## src/rtl/dac_axis_sample_unpacker.sv

```systemverilog
// AXI-stream to DAC sample unpacker: buffers 64-bit words holding two IQ samples
// and plays them out one sample per clock under an enable-driven FSM.
module dac_axis_sample_unpacker #(
    parameter int FIFO_DEPTH  = 16,
    parameter int PRIME_LEVEL = 2
) (
    input  logic                          clk_245_76MHz,
    input  logic                          cpu_reset,
    input  logic [63:0]                   s_axis_tdata,
    input  logic                          s_axis_tvalid,
    output logic                          s_axis_tready,
    input  logic                          s_axis_tlast,
    input  logic [7:0]                    s_axis_tkeep,
    input  logic                          dac_enable,
    input  logic                          fifo_flush,
    output logic [15:0]                   dac_data_i,
    output logic [15:0]                   dac_data_q,
    output logic                          dac_data_valid,
    output logic                          frame_done,
    output logic                          underrun,
    output logic [15:0]                   underrun_count,
    output logic [$clog2(FIFO_DEPTH):0]   fifo_level
);

    localparam int AW = $clog2(FIFO_DEPTH);
    localparam int LW = AW + 1;

    typedef enum logic [1:0] {
        ST_IDLE,
        ST_PRIME,
        ST_RUN,
        ST_STOP
    } state_t;

    state_t         r_state;
    state_t         w_state_nxt;

    logic [63:0]    r_mem_data  [FIFO_DEPTH];
    logic           r_mem_last  [FIFO_DEPTH];
    logic           r_mem_keep4 [FIFO_DEPTH];
    logic [AW-1:0]  r_wr_ptr;
    logic [AW-1:0]  r_rd_ptr;
    logic [LW-1:0]  r_level;
    logic [LW-1:0]  r_last_cnt;
    logic           r_rdy_en;
    logic           r_en_r;
    logic           r_en_rr;
    logic           r_half;

    logic [15:0]    r_dac_i;
    logic [15:0]    r_dac_q;
    logic           r_valid;
    logic           r_frame_done;
    logic           r_underrun;
    logic [15:0]    r_ucount;

    logic           w_full;
    logic           w_empty;
    logic           w_push;
    logic           w_pop;
    logic           w_emit;
    logic           w_frame_end;
    logic           w_under;
    logic           w_half_nxt;
    logic [31:0]    w_sample;
    logic [63:0]    w_head_data;
    logic           w_head_last;
    logic           w_head_keep4;
    logic           w_last_inc;
    logic           w_last_dec;
    logic           w_unused_keep;

    assign w_unused_keep = ^{s_axis_tkeep[7:5], s_axis_tkeep[3:0]};

    assign w_full        = (r_level == LW'(FIFO_DEPTH));
    assign w_empty       = (r_level == '0);
    assign s_axis_tready = r_rdy_en && !w_full;
    assign w_push        = s_axis_tvalid && s_axis_tready && !fifo_flush;

    assign w_head_data   = r_mem_data[r_rd_ptr];
    assign w_head_last   = r_mem_last[r_rd_ptr];
    assign w_head_keep4  = r_mem_keep4[r_rd_ptr];

    assign w_last_inc    = w_push && s_axis_tlast;
    assign w_last_dec    = w_pop && w_head_last;

    always_comb begin
        w_state_nxt = r_state;
        w_emit      = 1'b0;
        w_pop       = 1'b0;
        w_frame_end = 1'b0;
        w_under     = 1'b0;
        w_half_nxt  = r_half;
        w_sample    = r_half ? w_head_data[63:32] : w_head_data[31:0];

        case (r_state)
            ST_IDLE: begin
                if (r_en_rr)
                    w_state_nxt = ST_PRIME;
            end
            ST_PRIME: begin
                if (!r_en_rr)
                    w_state_nxt = ST_IDLE;
                else if (r_level >= LW'(PRIME_LEVEL) || r_last_cnt != '0)
                    w_state_nxt = ST_RUN;
            end
            ST_RUN: begin
                if (!r_en_rr) begin
                    w_state_nxt = ST_STOP;
                end else if (w_empty) begin
                    w_under = 1'b1;
                end else begin
                    w_emit = 1'b1;
                    if (r_half || !w_head_keep4) begin
                        w_pop       = 1'b1;
                        w_half_nxt  = 1'b0;
                        w_frame_end = w_head_last;
                    end else begin
                        w_half_nxt  = 1'b1;
                    end
                end
            end
            ST_STOP: begin
                w_state_nxt = ST_IDLE;
                if (r_half && !w_empty) begin
                    w_emit      = 1'b1;
                    w_pop       = 1'b1;
                    w_half_nxt  = 1'b0;
                    w_frame_end = w_head_last;
                end
            end
            default: w_state_nxt = ST_IDLE;
        endcase

        // Flush drops the partially played word and never lets playback (re)start this cycle.
        if (fifo_flush) begin
            w_emit      = 1'b0;
            w_pop       = 1'b0;
            w_under     = 1'b0;
            w_frame_end = 1'b0;
            w_half_nxt  = 1'b0;
            if (r_state == ST_RUN)
                w_state_nxt = ST_PRIME;
            else if (r_state == ST_STOP)
                w_state_nxt = ST_IDLE;
            else if (w_state_nxt == ST_RUN)
                w_state_nxt = ST_PRIME;
        end
    end

    always_ff @(posedge clk_245_76MHz) begin
        if (w_push && !cpu_reset) begin
            r_mem_data[r_wr_ptr]  <= s_axis_tdata;
            r_mem_last[r_wr_ptr]  <= s_axis_tlast;
            r_mem_keep4[r_wr_ptr] <= s_axis_tkeep[4];
        end
    end

    always_ff @(posedge clk_245_76MHz) begin
        if (cpu_reset) begin
            r_state  <= ST_IDLE;
            r_rdy_en <= 1'b0;
            r_en_r   <= 1'b0;
            r_en_rr  <= 1'b0;
            r_half   <= 1'b0;
        end else begin
            r_state  <= w_state_nxt;
            r_rdy_en <= 1'b1;
            r_en_r   <= dac_enable;
            r_en_rr  <= r_en_r;
            r_half   <= w_half_nxt;
        end
    end

    always_ff @(posedge clk_245_76MHz) begin
        if (cpu_reset || fifo_flush) begin
            r_wr_ptr   <= '0;
            r_rd_ptr   <= '0;
            r_level    <= '0;
            r_last_cnt <= '0;
        end else begin
            if (w_push)
                r_wr_ptr <= r_wr_ptr + AW'(1);
            if (w_pop)
                r_rd_ptr <= r_rd_ptr + AW'(1);
            case ({w_push, w_pop})
                2'b10:   r_level <= r_level + LW'(1);
                2'b01:   r_level <= r_level - LW'(1);
                default: r_level <= r_level;
            endcase
            case ({w_last_inc, w_last_dec})
                2'b10:   r_last_cnt <= r_last_cnt + LW'(1);
                2'b01:   r_last_cnt <= r_last_cnt - LW'(1);
                default: r_last_cnt <= r_last_cnt;
            endcase
        end
    end

    always_ff @(posedge clk_245_76MHz) begin
        if (cpu_reset) begin
            r_dac_i      <= '0;
            r_dac_q      <= '0;
            r_valid      <= 1'b0;
            r_frame_done <= 1'b0;
        end else begin
            r_dac_i      <= w_emit ? w_sample[31:16] : '0;
            r_dac_q      <= w_emit ? w_sample[15:0]  : '0;
            r_valid      <= w_emit;
            r_frame_done <= w_emit && w_frame_end;
        end
    end

    always_ff @(posedge clk_245_76MHz) begin
        if (cpu_reset || fifo_flush) begin
            r_underrun <= 1'b0;
            r_ucount   <= '0;
        end else if (w_under) begin
            r_underrun <= 1'b1;
            if (r_ucount != 16'hFFFF)
                r_ucount <= r_ucount + 16'd1;
        end
    end

    assign dac_data_i     = r_dac_i;
    assign dac_data_q     = r_dac_q;
    assign dac_data_valid = r_valid;
    assign frame_done     = r_frame_done;
    assign underrun       = r_underrun;
    assign underrun_count = r_ucount;
    assign fifo_level     = r_level;

endmodule

```

## config.mk

```make
export PLATFORM = sky130hd
export DESIGN_NAME = dac_axis_sample_unpacker
export DESIGN_NICKNAME = d
export VERILOG_FILES = /design/src/rtl/dac_axis_sample_unpacker.sv
export SDC_FILE = /design/constraint.sdc
export NUM_CORES = 1
export LEC_CHECK = 0
export ABC_AREA = 1
export CAP_MARGIN = 20
export CELL_PAD_IN_SITES_DETAIL_PLACEMENT = 0
export CELL_PAD_IN_SITES_GLOBAL_PLACEMENT = 1
export CORE_ASPECT_RATIO = 1.25
export CORE_MARGIN = 2
export CORE_UTILIZATION = 51
export DETAILED_ROUTE_END_ITERATION = 16
export GPL_TIMING_DRIVEN = 0
export PLACE_DENSITY = 0.76
export SLEW_MARGIN = 0
export SYNTH_ARGS = -nofsm -noshare
export SYNTH_HDL_FRONTEND = slang
export SYNTH_SLANG_ARGS = --single-unit
```

## constraint.sdc

```tcl
create_clock -name clk_245_76MHz -period 6.5 [get_ports clk_245_76MHz]
set_input_delay 1.3 -clock clk_245_76MHz [delete_from_list [all_inputs] [get_ports clk_245_76MHz]]
set_output_delay 1.3 -clock clk_245_76MHz [all_outputs]
set_load 0.1 [all_outputs]
```

==> metrics.cfg <==
[status]
status = finished, final reports clean

[yosys]
synth_area_leaders = edfxtp_1 71%, nor2_1 6.6%, o21ai_0 5.9%, dfxtp_1 3.5%, o211ai_1 3.1%
yosysTopAreaCell = edfxtp_1
ys_ff_latch = 1135
avgSynthCellArea_sq_um = 12.9
synth_ff_type = edfxtp_1
synth_top_area_frac = 0.709
seq_area_frac_synth = 0.744
synth_common_cells = 1056 x edfxtp_1, 790 x nor2_1, 526 x o21ai_0
yosys_warnings = 0
synth_edf_count = 1056
syn_inst = 3480
syn-num-nets = 3572
post_synth_num_cell_types = 36
async_flop_share = 0
synth_most_common_cell = edfxtp_1
syn_area_sq_um = 44700

[global_route]
grt_start_max_net_pins = 27
grt_pass1_vias = 29513
grt_overflow_total = 0
grt_pass1_wl_mm = 209
grt_usage = 0.332
antenna_found_initial = 7

[worst_setup_path]
critical_path_peak_fanout = 10
slowest_stage = clkbuf_1
worstSetupEndpoint = r_last_cnt[4]$_SDFFE_PP0P_
regToRegSetupSlack_ps = 2290
reg2reg_to = r_last_cnt[4]$_SDFFE_PP0P_
worstPathCellList = buf_2 -> inv_1 -> buf_2 -> clkbuf_1 -> o211ai_1 -> nand3_1 -> o21ai_1 -> nand2_1 -> inv_1 -> ha_1 -> xor2_1 -> ha_1 -> a21o_1 -> nand3_1 -> nor2_1 -> nor2_1 -> nand2_1 -> o21ai_0 -> a21oi_1
crit_path_start_kind = flip-flop
critPathMaxStageDelay_ps = 840
worstPathRequired_ps = 7090
timing_worst_setup_path_type = reg -> reg
reg2reg_depth = 19
critPathCaptureType = flip-flop
arrival_ps = 4800

[clock_tree]
clock-sinks = 1135
clkSlewWorstSetupHoldPaths_ps = 60
cts_buffers = 106
postCtsResizedCells = 0
cts_tree = done
clk_latency_ps = 710
cts_setup_buffers = 0
max-clock-path-buffers = 3
cts-htree-levels = 3
root_buffer = clkbuf_16
ctsHoldBuffers = 0

[flow_run]
drv_cap = 0

[power_and_ir_drop]
clock_power_share = 0.424
pwr-share-comb = 0.013
intPower_uw = 11300
p_seq_frac = 0.563
finalPower_uw = 14200
powerDensity_nw_per_um2 = 274
switching_share = 0.204
ir_drop_uv = 273
p_switching_uw = 2900
p_leak_uw = 0.0168

[detailed_routing]
wl_per_cell_microns = 29.6
first_iter_violations = 4158
drcViolationCount = 0
drt_wl_total_mm = 149
first_pass_iters = 6
vias = 30829
ant_nets = 0
vias_per_cell = 6.14

[sta]
hold_viol_final = 0
period_needed_ps = 4210
setup_viol = 0
rsz0062_at_grt = false
max_clock_freq_mhz = 238
tns_ps = 0
drv_slew = 0
fin_crit_sh = 0.647
tightest_slew_ps = 1290
setup_slack_ps = 2290
fin_skew_ps = 30.8
slew_headroom = 0.140
hold_ws_ps = 413

[floorplanning]
rows = 121
die_area_sq_um = 90100
io_pins = 135
core_sq_um = 87100
die_h_microns = 335
die_w_microns = 269
start_util = 0.514

[placed_design]
io_buffers = 127
dp_hpwl_mm = 101
detailedPlace.worstSlack_ps = 1820
place_inst = 4823
gp_congestion = 0.861

[cells_and_area]
layout-drive-gt1-share = 0.0823
final.fill_count = 6930
syn2layout_area_growth_pct = 16.0
final_nets = 3856
instances_no_fill = 5023

[hold_path]
min_path_type = reg -> reg

## layer usage
layer  GRT usage  vias to the layer above  part of all wire
li1            -                    13347                 -
met5           0                        -           0.00022
met2       0.542                     1885              0.48
met4       0.192                        4             0.062
met3      0.0707                      435              0.10
met1       0.408                    15158              0.35
## registers in the layout, summed over array words and instances, names as in the netlist, named ones only
signal / cells
r_mem_data: 1024
dac_data_i: 16
dac_data_q: 16
r_mem_keep4: 16
r_mem_last: 16
underrun_count: 16
fifo_level: 5
r_last_cnt: 5
r_rd_ptr: 4
r_wr_ptr: 4
r_state: 2
dac_data_valid: 1
frame_done: 1
r_en_r: 1
r_en_rr: 1
r_half: 1
r_rdy_en: 1
underrun: 1
## power groups by stage
stage / clock network, uW / logic [uW] / registers (uW)
2_1_floorplan: 0 / 32.8 / 8150
6_report: 6020 / 191 / 7990
3_5_place_dp: 0 / 187 / 8150
3_3_place_gp: 0 / 180 / 8150
4_1_cts: 6030 / 187 / 7990
5_1_grt: 6320 / 203 / 7990
## worst min-delay path by stage
| stage | from | to | slack (ps) | depth (start not counted) |
|---|---|---|---|---|
| after global placement | r_en_r$_SDFF_PP0_ | r_en_rr$_SDFF_PP0_ | 410 | 2 |
| after CTS | r_en_r$_SDFF_PP0_ | r_en_rr$_SDFF_PP0_ | 420 | 2 |
| after detailed placement | r_en_r$_SDFF_PP0_ | r_en_rr$_SDFF_PP0_ | 410 | 2 |
| after global routing | r_en_r$_SDFF_PP0_ | r_en_rr$_SDFF_PP0_ | 430 | 2 |
| final | r_en_r$_SDFF_PP0_ | r_en_rr$_SDFF_PP0_ | 410 | 2 |
| after floorplan | r_en_r$_SDFF_PP0_ | r_en_rr$_SDFF_PP0_ | 390 | 2 |
## placed cells by master, fill, tap and decap left out, types with 17 or more instances in the layout
cell type / instances
buf_2: 49
o21ai_0: 526
o221ai_1: 62
edfxtp_1: 1056
nand3_1: 178
clkdlybuf4s50_1: 127
clkinv_1: 22
o211ai_1: 183
o21ai_1: 21
buf_6: 17
a21oi_1: 45
nand2_1: 144
dfxtp_1: 79
buf_12: 42
inv_1: 73
buf_4: 25
clkbuf_16: 108
nor2_1: 774
clkbuf_1: 144
o22ai_1: 19
clkinv_2: 26
## through the flow
stage / instance area, sq um / util
after floorplan: 44700 / -
after global placement: 47500 / 0.545
after detailed placement: 48600 / 0.558
after CTS: 51900 / 0.596
after global routing: 51900 / 0.596
final: 51900 / 0.597
## cell families (layout without fill, tap and decap cells)
group	count (synthesis)	count (layout)	synth area share
flops	1135	1135	0.744
simple gates	1133	1133	0.101
compound gates	872	872	0.115
buf+inv	311	681	0.0329
xor+xnor	15	15	0.00294
fa+ha+maj	14	14	0.00408
other cells	0	5	0
## final cells by class
cell class / instances / area (sq um) / area share
Clock buffer: 131 / 2830 / 0.0545
Antenna cell: 5 / 12.5 / 0.000241
Timing Repair Buffer: 176 / 2260 / 0.0436
Tap cell: 1168 / 1460 / 0.0281
Buffer: 233 / 1170 / 0.0226
Inverter: 78 / 298 / 0.00573
Clock inverter: 63 / 495 / 0.00954
Sequential cell: 1135 / 33300 / 0.641
Multi-Input combinational cell: 2034 / 10100 / 0.195
## critical path, delay by kind of cell (launching register included)
family	cells	cell delay (ps)
AND/OR/NAND/NOR	6	680
adder cells (fa/ha/maj)	2	420
AO/OA/AOI/OAI	5	790
flip-flops	1	350
buffers and inverters	5	1680
XOR/XNOR	1	170
Power figures use the tool's default switching activity.
